**src/rtl/dmem_arbiter.sv**
```systemverilog
// Round-robin arbiter sharing one data memory between two masters, with bounded locked bursts.
// Zero-cycle grant; registered read response one cycle after a load; losers see ready=0 and must hold.
module dmem_arbiter #(
    parameter int DATA_WIDTH = 32,
    parameter int ADDR_WIDTH = 32,
    parameter int MAX_LOCK   = 16
) (
    input  logic                  clk,
    input  logic                  rst,
    input  logic                  req0_valid,
    output logic                  req0_ready,
    input  logic [ADDR_WIDTH-1:0] req0_addr,
    input  logic [DATA_WIDTH-1:0] req0_wdata,
    input  logic                  req0_we,
    input  logic [2:0]            req0_funct3,
    input  logic                  req0_lock,
    input  logic                  req1_valid,
    output logic                  req1_ready,
    input  logic [ADDR_WIDTH-1:0] req1_addr,
    input  logic [DATA_WIDTH-1:0] req1_wdata,
    input  logic                  req1_we,
    input  logic [2:0]            req1_funct3,
    input  logic                  req1_lock,
    output logic                  resp0_valid,
    output logic [DATA_WIDTH-1:0] resp0_rdata,
    output logic                  resp1_valid,
    output logic [DATA_WIDTH-1:0] resp1_rdata,
    output logic [ADDR_WIDTH-1:0] mem_addr,
    output logic [DATA_WIDTH-1:0] mem_wdata,
    output logic                  mem_we,
    output logic [2:0]            mem_funct3,
    input  logic [DATA_WIDTH-1:0] mem_rdata,
    output logic                  locked,
    output logic                  lock_owner
);

    localparam int CW = $clog2(MAX_LOCK + 1);
    // A locked transfer keeps the lock only while lock_cnt+1 < MAX_LOCK, i.e. lock_cnt < MAX_LOCK-1.
    localparam logic [CW-1:0] CNT_LIMIT = CW'(MAX_LOCK - 1);

    logic                  last_q, last_d;
    logic                  locked_q, locked_d;
    logic                  lock_owner_q, lock_owner_d;
    logic [CW-1:0]         lock_cnt_q, lock_cnt_d;
    logic                  resp0_valid_q, resp0_valid_d;
    logic                  resp1_valid_q, resp1_valid_d;
    logic [DATA_WIDTH-1:0] resp0_rdata_q, resp0_rdata_d;
    logic [DATA_WIDTH-1:0] resp1_rdata_q, resp1_rdata_d;

    logic sel;
    logic cand;
    logic grant;
    logic sel_we;
    logic sel_lock;

    always_comb begin
        sel  = 1'b0;
        cand = 1'b0;
        if (locked_q) begin
            sel  = lock_owner_q;
            cand = lock_owner_q ? req1_valid : req0_valid;
        end else if (req0_valid && req1_valid) begin
            sel  = ~last_q;
            cand = 1'b1;
        end else if (req1_valid) begin
            sel  = 1'b1;
            cand = 1'b1;
        end else if (req0_valid) begin
            sel  = 1'b0;
            cand = 1'b1;
        end
    end

    // No grant can be issued while reset is asserted.
    assign grant      = cand && rst;
    assign req0_ready = grant && !sel;
    assign req1_ready = grant && sel;
    assign sel_we     = sel ? req1_we : req0_we;
    assign sel_lock   = sel ? req1_lock : req0_lock;

    assign mem_addr   = (grant && sel) ? req1_addr   : req0_addr;
    assign mem_wdata  = (grant && sel) ? req1_wdata  : req0_wdata;
    assign mem_funct3 = (grant && sel) ? req1_funct3 : req0_funct3;
    assign mem_we     = grant && sel_we;

    always_comb begin
        last_d        = last_q;
        locked_d      = locked_q;
        lock_owner_d  = lock_owner_q;
        lock_cnt_d    = lock_cnt_q;
        resp0_valid_d = 1'b0;
        resp1_valid_d = 1'b0;
        resp0_rdata_d = resp0_rdata_q;
        resp1_rdata_d = resp1_rdata_q;
        if (grant) begin
            last_d = sel;
            if (sel_lock && (lock_cnt_q < CNT_LIMIT)) begin
                locked_d     = 1'b1;
                lock_owner_d = sel;
                lock_cnt_d   = lock_cnt_q + CW'(1);
            end else begin
                locked_d   = 1'b0;
                lock_cnt_d = '0;
            end
            if (!sel_we) begin
                if (sel) begin
                    resp1_valid_d = 1'b1;
                    resp1_rdata_d = mem_rdata;
                end else begin
                    resp0_valid_d = 1'b1;
                    resp0_rdata_d = mem_rdata;
                end
            end
        end
    end

    always_ff @(posedge clk or negedge rst) begin
        if (!rst) begin
            last_q        <= 1'b1;
            locked_q      <= 1'b0;
            lock_owner_q  <= 1'b0;
            lock_cnt_q    <= '0;
            resp0_valid_q <= 1'b0;
            resp1_valid_q <= 1'b0;
            resp0_rdata_q <= '0;
            resp1_rdata_q <= '0;
        end else begin
            last_q        <= last_d;
            locked_q      <= locked_d;
            lock_owner_q  <= lock_owner_d;
            lock_cnt_q    <= lock_cnt_d;
            resp0_valid_q <= resp0_valid_d;
            resp1_valid_q <= resp1_valid_d;
            resp0_rdata_q <= resp0_rdata_d;
            resp1_rdata_q <= resp1_rdata_d;
        end
    end

    assign resp0_valid = resp0_valid_q;
    assign resp1_valid = resp1_valid_q;
    assign resp0_rdata = resp0_rdata_q;
    assign resp1_rdata = resp1_rdata_q;
    assign locked      = locked_q;
    assign lock_owner  = lock_owner_q;

endmodule

```
**config.mk**
```make
export PLATFORM = sky130hd
export DESIGN_NAME = dmem_arbiter
export DESIGN_NICKNAME = d
export VERILOG_FILES = /design/src/rtl/dmem_arbiter.sv
export SDC_FILE = /design/constraint.sdc
export NUM_CORES = 1
export LEC_CHECK = 0
export BUFFER_PORTS_ARGS = -buffer_cell sky130_fd_sc_hd__clkbuf_2
export CORE_AREA = 3 3 119 121
export CTS_BUF_LIST = sky130_fd_sc_hd__clkbuf_8
export DETAILED_ROUTE_END_ITERATION = 6
export DIE_AREA = 0 0 122 124
export PLACE_DENSITY = 0.66
export RECOVER_POWER = 25
export SYNTH_ARGS = -nofsm -noshare
export SYNTH_HDL_FRONTEND = slang
export SYNTH_SLANG_ARGS = --single-unit
```
**constraint.sdc**
```tcl
create_clock -name clk -period 2.2 [get_ports clk]
set_input_delay 0.44 -clock clk [delete_from_list [all_inputs] [get_ports clk]]
set_output_delay 0.44 -clock clk [all_outputs]
set_load 0.1 [all_outputs]
```
* After elaboration in Yosys (flattened, before gate mapping) *
Index checks and enable logic that the tools add are counted.
Widths: inputs -> output; s select.

operators by class
  $add $sub $neg = 1
  magnitude comparators = 1
  muxes and demuxes = 21
  bitwise logic cells = 3
  reductions and logical operators = 10

operators with widths
  cell                 number
  $mux 32              2
  $mux 1               17
  $logic_and 1x1->1    6
  $reduce_and 3->1     2
  $add 5x1->5 const B  1
  $lt 5x4->1 const B   1
  $mux 5               1
  $mux 3               1
  $not 1->1            3
  $reduce_and 2->1     1
  $logic_not 1->1      1

word-level totals
  register bits after elaboration = 74
  input port bits = 174
  output and inout bits = 138
  word-level logic and storage cells = 44

* Longest topological paths before layout *
  depth after elaboration = 7
  gate-level depth with buffers = 7
  gate-level depth less buffers = 5

* Worst setup path before layout *
Ideal clock, no wire load.

  kind = reg2out
  start = register lock_owner_q (netlist: lock_owner)
  end = output mem_we
  arrival = 2.797 ns
  path slack = -1.037 ns
  stages on the path, launching flop included = 5
  cell sequence = dfrtp_1 > nand2b_1 > o221ai_1 > clkbuf_1 > nor2_1

on the way
  longest elaborated chain between the ends = 4
  elaborated cells on any way between the ends = 6
  classes of those cells = mux (4); reduce/logical (2)

RTL lines
  item                    RTL line  source
  start, declared         43        logic lock_owner_q, lock_owner_d;
  start signal, assigned  130       lock_owner_q <= lock_owner_d;
  $mux 1                  61        cand = lock_owner_q ? req1_valid : req0_valid;
  $mux 1                  59        if (locked_q) begin
  $logic_and 1x1->1       75        assign grant = cand && rst;
  $logic_and 1x1->1 (*)   84        assign mem_we = grant && sel_we;
  end, declared           30        output logic mem_we,

Mark *: on every way between the ends. The rest lies on a longest branch, timed or not.

* Worst setup path in the final report *
  start = register last_q
  end = output mem_wdata[4]

on the way
  longest elaborated chain between the ends = 5

RTL lines
  item                    RTL line  source
  start, declared         41        logic last_q, last_d;
  start signal, assigned  128       last_q <= last_d;
  $not 1->1               63        sel = ~last_q;
  $mux 1                  62        end else if (req0_valid && req1_valid) begin
  $mux 1                  59
  $logic_and 1x1->1       82        assign mem_wdata = (grant && sel) ? req1_wdata : req0_wdata;
  $mux 32                 82
  end, declared           29        output logic [DATA_WIDTH-1:0] mem_wdata,

Every way passes these cells.

==> metrics.txt <==
outcome finished, violations left; failing checks setup timing; die width 122 um; RD Place Congestion a little under 0.8; DIE AREA 15130 um^2; reg-to-reg slack, setup 0.14 ns; Leakage 3.813 nW; GRT overflow 0; # IOs 312; Via Count 3478; Max Freq between 0.4 and 0.5 GHz; maximum clock insertion buffer count 2; worst setup margin -0.2612 ns; WS Path Type flip-flop to output pin; Mapped Cells 261; largest net degree at the start of global routing between 60 and 70; clock-pin slew on the worst setup and hold paths 0.08 ns; Worst Setup Start Kind flip-flop; Final Hold Fails 0; Seq cells post-synth 74; post-DP HPWL between 10 and 15 mm; drt via density 4.540; RSZ-0062 raised after global routing yes; Multi-input gate area about 2100 um^2; Initial Utilization 30.07%; period utilisation layout 111.9%; synth-to-layout area growth 83.79%; DRT Wirelength approximately 15 mm; Final nets 760; first-pass GRT wire length roughly 21 mm; clk_lat worst skew 0.35 ns; core footprint 13190 um^2; total global-route track usage 18.56%; Fin Clk Skew 0.01018 ns; maxcap violations 0; share of cells above drive strength 1 82.37%; I/O Buffers 311; Yosys top cell by area dfrtp_1; Post-Syn Area per Cell 15.20 um^2; count of flip-flops with a built-in enable after synthesis 0; Req. time, crit path 1.76 ns; min-delay worst type input pin to async pin; CTS Hold Bufs 0; FF-to-FF End resp0_rdata[29]; met1 GRT Util around 20%; reg2reg path depth 6; commonest cells after routing, fill and taps aside clkbuf_2, mux2_4, buf_12; Mapped Nets 436; minimum period implied by the final worst setup slack about 2.5 ns; Cell Pwr Density 1493 nW/um^2; CP endpoint kind output pin; Worst Path Arrival approximately 2.0 ns; cell row count 42; CTS tree done; Setup crit end mem_wdata[4]; Max H-tree Level 3; initial antenna violation count 0; drc violations 0; endpoints failing setup 69; Async SR Flop Fraction 100.0%; vias in the first global route 3806; Relative slew margins 39.58%; register area around 1900 um^2; 1st-iter DRT viols around 70; root buffer cell clkbuf_8; Synth top area share 46.06%; grt peak-use layer met2; WL/cell 19.98 um; die span in y 124 um; fin area 7289 um^2; Ys Warns 0; worst slack, placed approximately 0.04 ns; sequential share of the synthesized area 46.72%; CTS Buf Count 9; DRT Pass-1 Iters 4; Distinct cells, synth 33; commonest non-fill, non-tap cell in the layout clkbuf_2; antenna cells 0; FF-to-FF Start lock_owner; Sink Count 74; max-slew violation count 0; filler instances 1076; met3 usage approximately 5.7%; Post-Syn Area 3966 um^2; Routed Antenna Nets 0; crit path max fanout 14; DP Area 6932 um^2; worst vdd ir 1.377 mV; M2 GR Usage between 30% and 40%; worst setup path startpoint last_q; dominant synthesized flop cell dfrtp_1; worst slew pin tran 0.9062 ns; Area contributors post-synth dfrtp_1, mux2_4, mux2_2, buf_6, dfstp_2; Final Core Density a little under three fifths
final cells by class:
cell class	instances	area share [%]
repair buffers	330	38.98
clock buffers	10	1.888
multi-input cells	167	29.27
clock inverters	6	1.167
well taps	176	3.021
inverters	3	0.1545
flip-flops and latches	74	25.52
cell usage after synthesis (2+ instances only):
cell type  count
a21oi_1        3
nor2b_1        3
a21o_1         2
buf_4          2
nand2b_1       2
mux2_4        58
a22o_1         3
buf_6          9
mux2i_1        2
buf_2          5
nand2_1        3
inv_1          3
dfrtp_1       73
mux2_2        74
state kept, by name, summed over array words and instances, names as in the netlist:
signal / count
resp1_rdata: 32
resp1_valid: 1
lock_cnt_q: 5
resp0_rdata: 32
locked: 1
resp0_valid: 1
lock_owner: 1
last_q: 1
kinds of logic after synthesis:
logic type / Yosys count / synth area share [%]
and+or+nand+nor: 15 / 2.303
adders and majority gates: 1 / 0.3154
DFF: 74 / 46.72
buffers and inverters: 20 / 3.943
AOI/OAI and AO/OA: 17 / 3.249
muxes: 134 / 43.47
power breakdown:
group	leakage, nW	switching [W]	internal [W]
Combinational	2.81	0.00558	0.00193
Sequential	0.885	0.000338	0.00189
Clock	0.119	0.000490	0.000666
worst min-delay path by stage:
stage | slack, ns | startpoint | endpoint
detailed placement | 0.42 | rst | locked
floorplan | 0.14 | rst | lock_cnt_q[0]
global route | 0.19 | rst | lock_owner
finish | 0.17 | rst | lock_owner
global placement | 0.42 | rst | lock_owner
CTS | 0.03 | rst | lock_owner
through the flow:
step                      instances  hold WS [ns]  power, W  TNS [ns]
final                           766        0.1695   0.01088    -15.65
after CTS                       761       0.02873   0.01091    -16.60
after global routing            766        0.1921   0.01123    -19.64
after floorplan                 261        0.1444  0.008034    -5.891
after detailed placement        743        0.4225  0.009691         0
after global placement          743        0.4227  0.009598         0
metal layers:
| layer | vias up | share of wire, % |
|---|---|---|
| met4 | 0 | 1.9 |
| met2 | 166 | 55 |
| met5 | - | 0 |
| met3 | 19 | 7.9 |
| li1 | 1593 | - |
| met1 | 1700 | 35 |
timing repair:
action,in CTS,in global routing
gates cloned,0,3
setup buffers,2,2
gates resized for setup,4,8
pin swaps,0,0
endpoints found under the setup margin,68,68
worst max-delay path, stage by stage, from the launching register on:
cell       delay [ns]
dfstp_2          0.54
nand2_2          0.07
o2111a_4         0.35
clkbuf_16        0.22
mux2_4           0.33
buf_12           0.17
Note: power is estimated with default switching activity, not from simulation.
